`src/rtl/mux_rr_arbiter.sv`:
```
// Round-robin arbiter feeding a registered 4-to-1 mux stage with a valid/ready output.
// A requester wins when req[i] & gnt[i]; the chosen data appears on out_* one cycle later.
module mux_rr_arbiter #(
  parameter int unsigned WIDTH = 4
) (
  input  logic             clk,
  input  logic             rst_n,
  input  logic [3:0]       req,
  input  logic [WIDTH-1:0] a,
  input  logic [WIDTH-1:0] b,
  input  logic [WIDTH-1:0] c,
  input  logic [WIDTH-1:0] d,
  output logic [3:0]       gnt,
  output logic             out_valid,
  input  logic             out_ready,
  output logic [WIDTH-1:0] out_data,
  output logic [1:0]       out_sel
);

  typedef enum logic [0:0] {StIdle, StFull} state_e;

  state_e           state_q;
  logic [1:0]       ptr_q;
  logic [WIDTH-1:0] data_q;
  logic [1:0]       sel_q;
  logic             valid_q;

  logic             can_load;
  logic             found;
  logic [1:0]       win;
  logic [1:0]       idx;
  logic             grant_en;
  logic [WIDTH-1:0] mux_data;

  assign can_load = (state_q == StIdle) | out_ready;

  // Scan requesters starting at ptr_q, wrapping modulo 4.
  always_comb begin
    found = 1'b0;
    win   = ptr_q;
    idx   = ptr_q;
    for (int k = 0; k < 4; k++) begin
      idx = ptr_q + 2'(k);
      if (!found && req[idx]) begin
        found = 1'b1;
        win   = idx;
      end
    end
  end

  // rst_n gating keeps gnt low for the whole time reset is asserted.
  assign grant_en = can_load & found & rst_n;

  always_comb begin
    gnt = 4'b0000;
    if (grant_en) begin
      gnt = 4'b0001 << win;
    end
  end

  always_comb begin
    mux_data = a;
    unique case (win)
      2'd0: mux_data = a;
      2'd1: mux_data = b;
      2'd2: mux_data = c;
      2'd3: mux_data = d;
      default: mux_data = a;
    endcase
  end

  always_ff @(posedge clk or negedge rst_n) begin
    if (!rst_n) begin
      state_q <= StIdle;
      ptr_q   <= 2'd0;
      data_q  <= '0;
      sel_q   <= 2'd0;
      valid_q <= 1'b0;
    end else begin
      case (state_q)
        StIdle: begin
          if (grant_en) begin
            state_q <= StFull;
            data_q  <= mux_data;
            sel_q   <= win;
            valid_q <= 1'b1;
            ptr_q   <= win + 2'd1;
          end
        end
        StFull: begin
          if (grant_en) begin
            data_q  <= mux_data;
            sel_q   <= win;
            valid_q <= 1'b1;
            ptr_q   <= win + 2'd1;
          end else if (out_ready) begin
            state_q <= StIdle;
            valid_q <= 1'b0;
          end
        end
        default: begin
          state_q <= StIdle;
          valid_q <= 1'b0;
        end
      endcase
    end
  end

  assign out_valid = valid_q;
  assign out_data  = data_q;
  assign out_sel   = sel_q;

endmodule
```
`config.mk`:
```
export PLATFORM = sky130hd
export DESIGN_NAME = mux_rr_arbiter
export DESIGN_NICKNAME = d
export VERILOG_FILES = /design/src/rtl/mux_rr_arbiter.sv
export SDC_FILE = /design/constraint.sdc
export NUM_CORES = 1
export LEC_CHECK = 0
export BUFFER_PORTS_ARGS = -buffer_cell sky130_fd_sc_hd__buf_2
export CORE_UTILIZATION = 48
export DETAILED_ROUTE_END_ITERATION = 7
export GPL_TIMING_DRIVEN = 0
export PLACE_DENSITY = 0.93
export SETUP_SLACK_MARGIN = 0.4
export SYNTH_ARGS = -nofsm -noshare
export SYNTH_HDL_FRONTEND = slang
export SYNTH_SLANG_ARGS = --single-unit
```
`constraint.sdc`:
```
create_clock -name clk -period 4.6 [get_ports clk]
set_input_delay 0.92 -clock clk [delete_from_list [all_inputs] [get_ports clk]]
set_output_delay 0.92 -clock clk [all_outputs]
set_load 0.01 [all_outputs]
```
# After elaboration in Yosys (flattened, before gate mapping)
# Cells that the tools add are included.
# word_totals
regBits	10
inputBits	23
word_cells	59
# classes
addsub	4
order_cmp	4
eq_ne	5
shifts	1
mux	28
n_bitwise	4
n_reduce_logical	8
# op_table
operator	count
4-bit case mux with 4 select lines	1
1-bit 2-to-1 mux	14
2-bit by 3-bit < comparator with 1-bit output, second input constant	4
2-bit 2-to-1 mux	5
1-bit binary-select mux with 2-bit select	4
4-bit 2-to-1 mux	2
2-bit by 1-bit adder with 2-bit output, second input constant	2
2-bit adder, second input constant	2
2-bit equality test, second input constant	2
1-bit case mux with 2 select lines	2
1-bit by 2-bit << shifter with 4-bit output, first input constant	1
1-bit logical AND	3
1-bit logical NOT	3
3-bit by 2-bit != test with 1-bit output, second input constant	1
1-bit AND	2
2-bit by 1-bit equality test with 1-bit output, second input constant	1
2-bit logical NOT	1
2-bit != test, second input constant	1
2-bit AND reduction	1
1-bit inverter	1
1-bit OR	1

# Depth between registers and ports, before layout
# depth
ltp_word	16
ltp_mapped	7
ltp_nobuf	7

# Least setup slack after synthesis
# Ideal clock, no wire load.
# synth_path
path_kind	input to output
startpoint	input port req[0]
endpoint	output port gnt[1]
arrival_time_ns	2.156
slack_ns	1.524
cell_stages	5
cell_sequence	nor2b_1 or4_4 and2_1 ha_1 and3_1
# synth_via
elab_chain_cells	15
word_cells_on_any_way	25
classes_between	shift (1); mux (16); bitwise (2); reduce/logical (6)
# synth_rtl
element	line_no	text
from (decl)	8	input logic [3:0] req,
1-bit binary-select mux with 2-bit select	44	if (!found && req[idx]) begin
1-bit 2-to-1 mux (not written as such)	44	
1-bit 2-to-1 mux	44	
1-bit logical NOT	44	
1-bit logical AND	44	
1-bit 2-to-1 mux	44	
1-bit logical NOT	44	
1-bit logical AND	44	
1-bit 2-to-1 mux	44	
1-bit logical NOT	44	
1-bit logical AND	44	
1-bit 2-to-1 mux	44	
1-bit AND (2 in a row)	52	assign grant_en = can_load & found & rst_n;
4-bit 2-to-1 mux (*)	56	if (grant_en) begin
to (decl)	13	output logic [3:0] gnt,
# Every way passes the cells marked *; elsewhere a longest branch is shown, timed or not. The select of a mux whose other input is x is not followed.

# Worst setup path after layout
# layout_path
startpoint	input port req[3]
endpoint	output port gnt[1]
# Same word-level chain as after synthesis.

==> results.json <==
{
  "synth_area_leaders": "dfrtp_1, ha_1, mux2i_1",
  "ys_seq_area_share_pct": 33.7,
  "outcome": "complete, no violations",
  "setup_ws_ps": 1150,
  "post-cts-setup-buffers": 0,
  "hp-class": "reg -> reg",
  "synth_top_area_share_pct": 33.7,
  "place_area_um2": 926,
  "yosys.cell_types.count": 31,
  "switching_share_pct": 39.1,
  "drive_above_1_share_pct": 41.7,
  "clk_pin_slew_ps": 60,
  "rsz0062_at_grt": "no",
  "root_buffer": "clkbuf_4",
  "critPathTopFamily": "simple AND/OR/NAND/NOR gates",
  "syn_area_um2": 742,
  "grt_max_degree": 14,
  "holdBufCountCts": 0,
  "antenna_found_initial": 0,
  "cp_data_required_time_ps": 3680,
  "cts.sinks": 10,
  "layout_min_cycle_time_ps": 3450,
  "clockBufferDepth": 2,
  "synth_area_per_cell_um2": 10.3,
  "insertion_delay_ps": 260,
  "worstPathArrival_ps": 2530,
  "slowest_stage": "or4_4",
  "diodes": 0,
  "hold_depth": 1,
  "die_width_um": 41.3,
  "start_kind": "input pin",
  "synth_top_cell_by_area": "dfrtp_1",
  "share_comb_of_total_power_pct": 53.1,
  "drt_iter0_drc": 25,
  "port_buffers": 33,
  "dp_slack_ps": 1160,
  "worstPathMaxFanout": 8,
  "p_per_area_nw_per_um2": 448,
  "viasPerCell": 5.76,
  "nets": 138,
  "row_count": 13,
  "cts_resized": 0,
  "yosys_warnings": 0,
  "relSlewSlack_pct": 75.8,
  "fin_setup_tns_ps": 0,
  "cts_tree": "done",
  "hpwl_um": 1530,
  "intPower_uw": 259,
  "drc": 0,
  "setup_violations": 0,
  "dieArea_um2": 1710,
  "total_power_uw": 425,
  "critPathBufInv": 2,
  "htreeDepth": 1,
  "first_global_vias": 660,
  "crit_path_max_incr_delay_ps": 490,
  "fin_area_um2": 948,
  "grt_pass1_wl_um": 2650,
  "hold_violations": 0,
  "endpoint_kind": "output pin",
  "seqPwrFrac_pct": 33.4,
  "power.switching_uw": 166,
  "area_delta_synth_final_pct": 27.8,
  "routedWlPerCell_um": 15.1,
  "vdd_ir_drop_max_uv": 249,
  "fmax_mhz": 290,
  "gp_congestion": 0.753,
  "ys_ff_latch": 10,
  "holdWs_ps": 473,
  "min_period_over_period_pct": 75.0,
  "slew_viol_final": 0,
  "layout_common_cells": "buf_2, dfrtp_1, and3_1, mux2i_1, ha_1",
  "finClkSkew_ps": 0.552,
  "wl_um": 1850,
  "rr_worst_depth": 7,
  "grt_usage_pct": 23.8,
  "mostFrequentLayoutCell": "buf_2",
  "core_um2": 1370,
  "grt_overflow": 0,
  "num_vias": 709,
  "path_depth": 7,
  "antenna_left": 0,
  "path_class": "in -> out",
  "pin_count": 34,
  "die_y_um": 41.3,
  "cpMostUsedCell": "buf_2",
  "start_util_pct": 54.3,
  "syn-num-nets": 100,
  "path_cells": "buf_2 > and3b_1 > or4_4 > and2_1 > ha_1 > and3_1 > buf_2",
  "first_pass_iters": 4,
  "synthCells": 72,
  "cap_violations": 0,
  "worstMarginPinSlew_ps": 361,
  "cts_buffers": 3,
  "clkPwrFrac_pct": 13.5,
  "p_leak_nw": 0.498
}
## metal layers
metal  wire, um  GRT usage, %  part of all wire, %
met5          0             0                    0
met4         17          8.87                 0.92
met3         74          2.66                  4.0
met2        986          46.5                   53
met1        774          25.7                   42
## sequential cells by signal, indices dropped and copies added (netlist names)
| register | flops |
|---|---|
| out_data | 4 |
| out_sel | 2 |
| out_valid | 1 |
| ptr_q | 2 |
| state_q | 1 |
## power groups by stage
stage	clock (mW)	combinational, mW	sequential, mW
floorplan	0	0.135	0.152
global placement	0	0.210	0.141
detailed placement	0	0.226	0.144
CTS	0.0599	0.226	0.142
global route	0.0620	0.247	0.147
finish	0.0575	0.226	0.142
## cells in the mapped netlist
| library cell | instances |
|---|---|
| dfrtp_1 | 10 |
| and3_1 | 5 |
| ha_1 | 5 |
| mux2i_1 | 5 |
| a222oi_1 | 4 |
| inv_1 | 4 |
| mux2_2 | 4 |
| nor2b_1 | 4 |
| o21ai_0 | 4 |
| nor2_1 | 3 |
| a21oi_1 | 2 |
| nand2_1 | 2 |
| o31ai_1 | 2 |
| a211o_1 | 1 |
| a21o_1 | 1 |
| a31oi_1 | 1 |
| and2_1 | 1 |
| and2b_2 | 1 |
| and3b_1 | 1 |
| buf_1 | 1 |
| nand2b_1 | 1 |
| nand3_1 | 1 |
| nor3_1 | 1 |
| o211ai_1 | 1 |
| o21a_1 | 1 |
| o21ba_2 | 1 |
| o21bai_1 | 1 |
| o31a_1 | 1 |
| o41a_2 | 1 |
| o41ai_4 | 1 |
| or4_4 | 1 |
## final timing paths
check | end | slack, ps | start
max | gnt[1] | 1150 | req[3]
min | out_valid$_DFFE_PN0P_ | 470 | state_q$_DFF_PN0_
max reg2reg | out_data[2]$_DFFE_PN0P_ | 2180 | ptr_q[1]$_DFFE_PN0P_
min reg2reg | out_valid$_DFFE_PN0P_ | 470 | state_q$_DFF_PN0_
max in group asynchronous | out_sel[0]$_DFFE_PN0P_ | 3830 | rst_n
min in group asynchronous | out_data[1]$_DFFE_PN0P_ | 540 | rst_n
## kinds of logic (layout without fill, tap and decap cells)
group	count (synthesis)	after routing	synth area share [%]
AO/OA/AOI/OAI	22	22	25.5
adder cells (fa/ha/maj)	5	5	8.43
buffers and inverters	5	41	2.53
flip-flops	10	10	33.7
multiplexers	9	9	12.8
AND/OR/NAND/NOR	21	21	17.0
## through the flow
stage | cells | util, %
finish | 123 | 69.4
global route | 123 | 69.4
CTS | 123 | 69.4
detailed placement | 120 | 67.8
global placement | 120 | 67.8
floorplan | 72 | -
## area by class of cell
type	instances	area [um2]
Inverter	4	15.0
Tap cell	15	18.8
Multi-Input combinational cell	57	473
Timing Repair Buffer	33	165
Sequential cell	10	250
Fill cell	106	418
Buffer	1	3.75
Clock buffer	3	22.5
No activity file was read; power rests on OpenSTA's default activity.
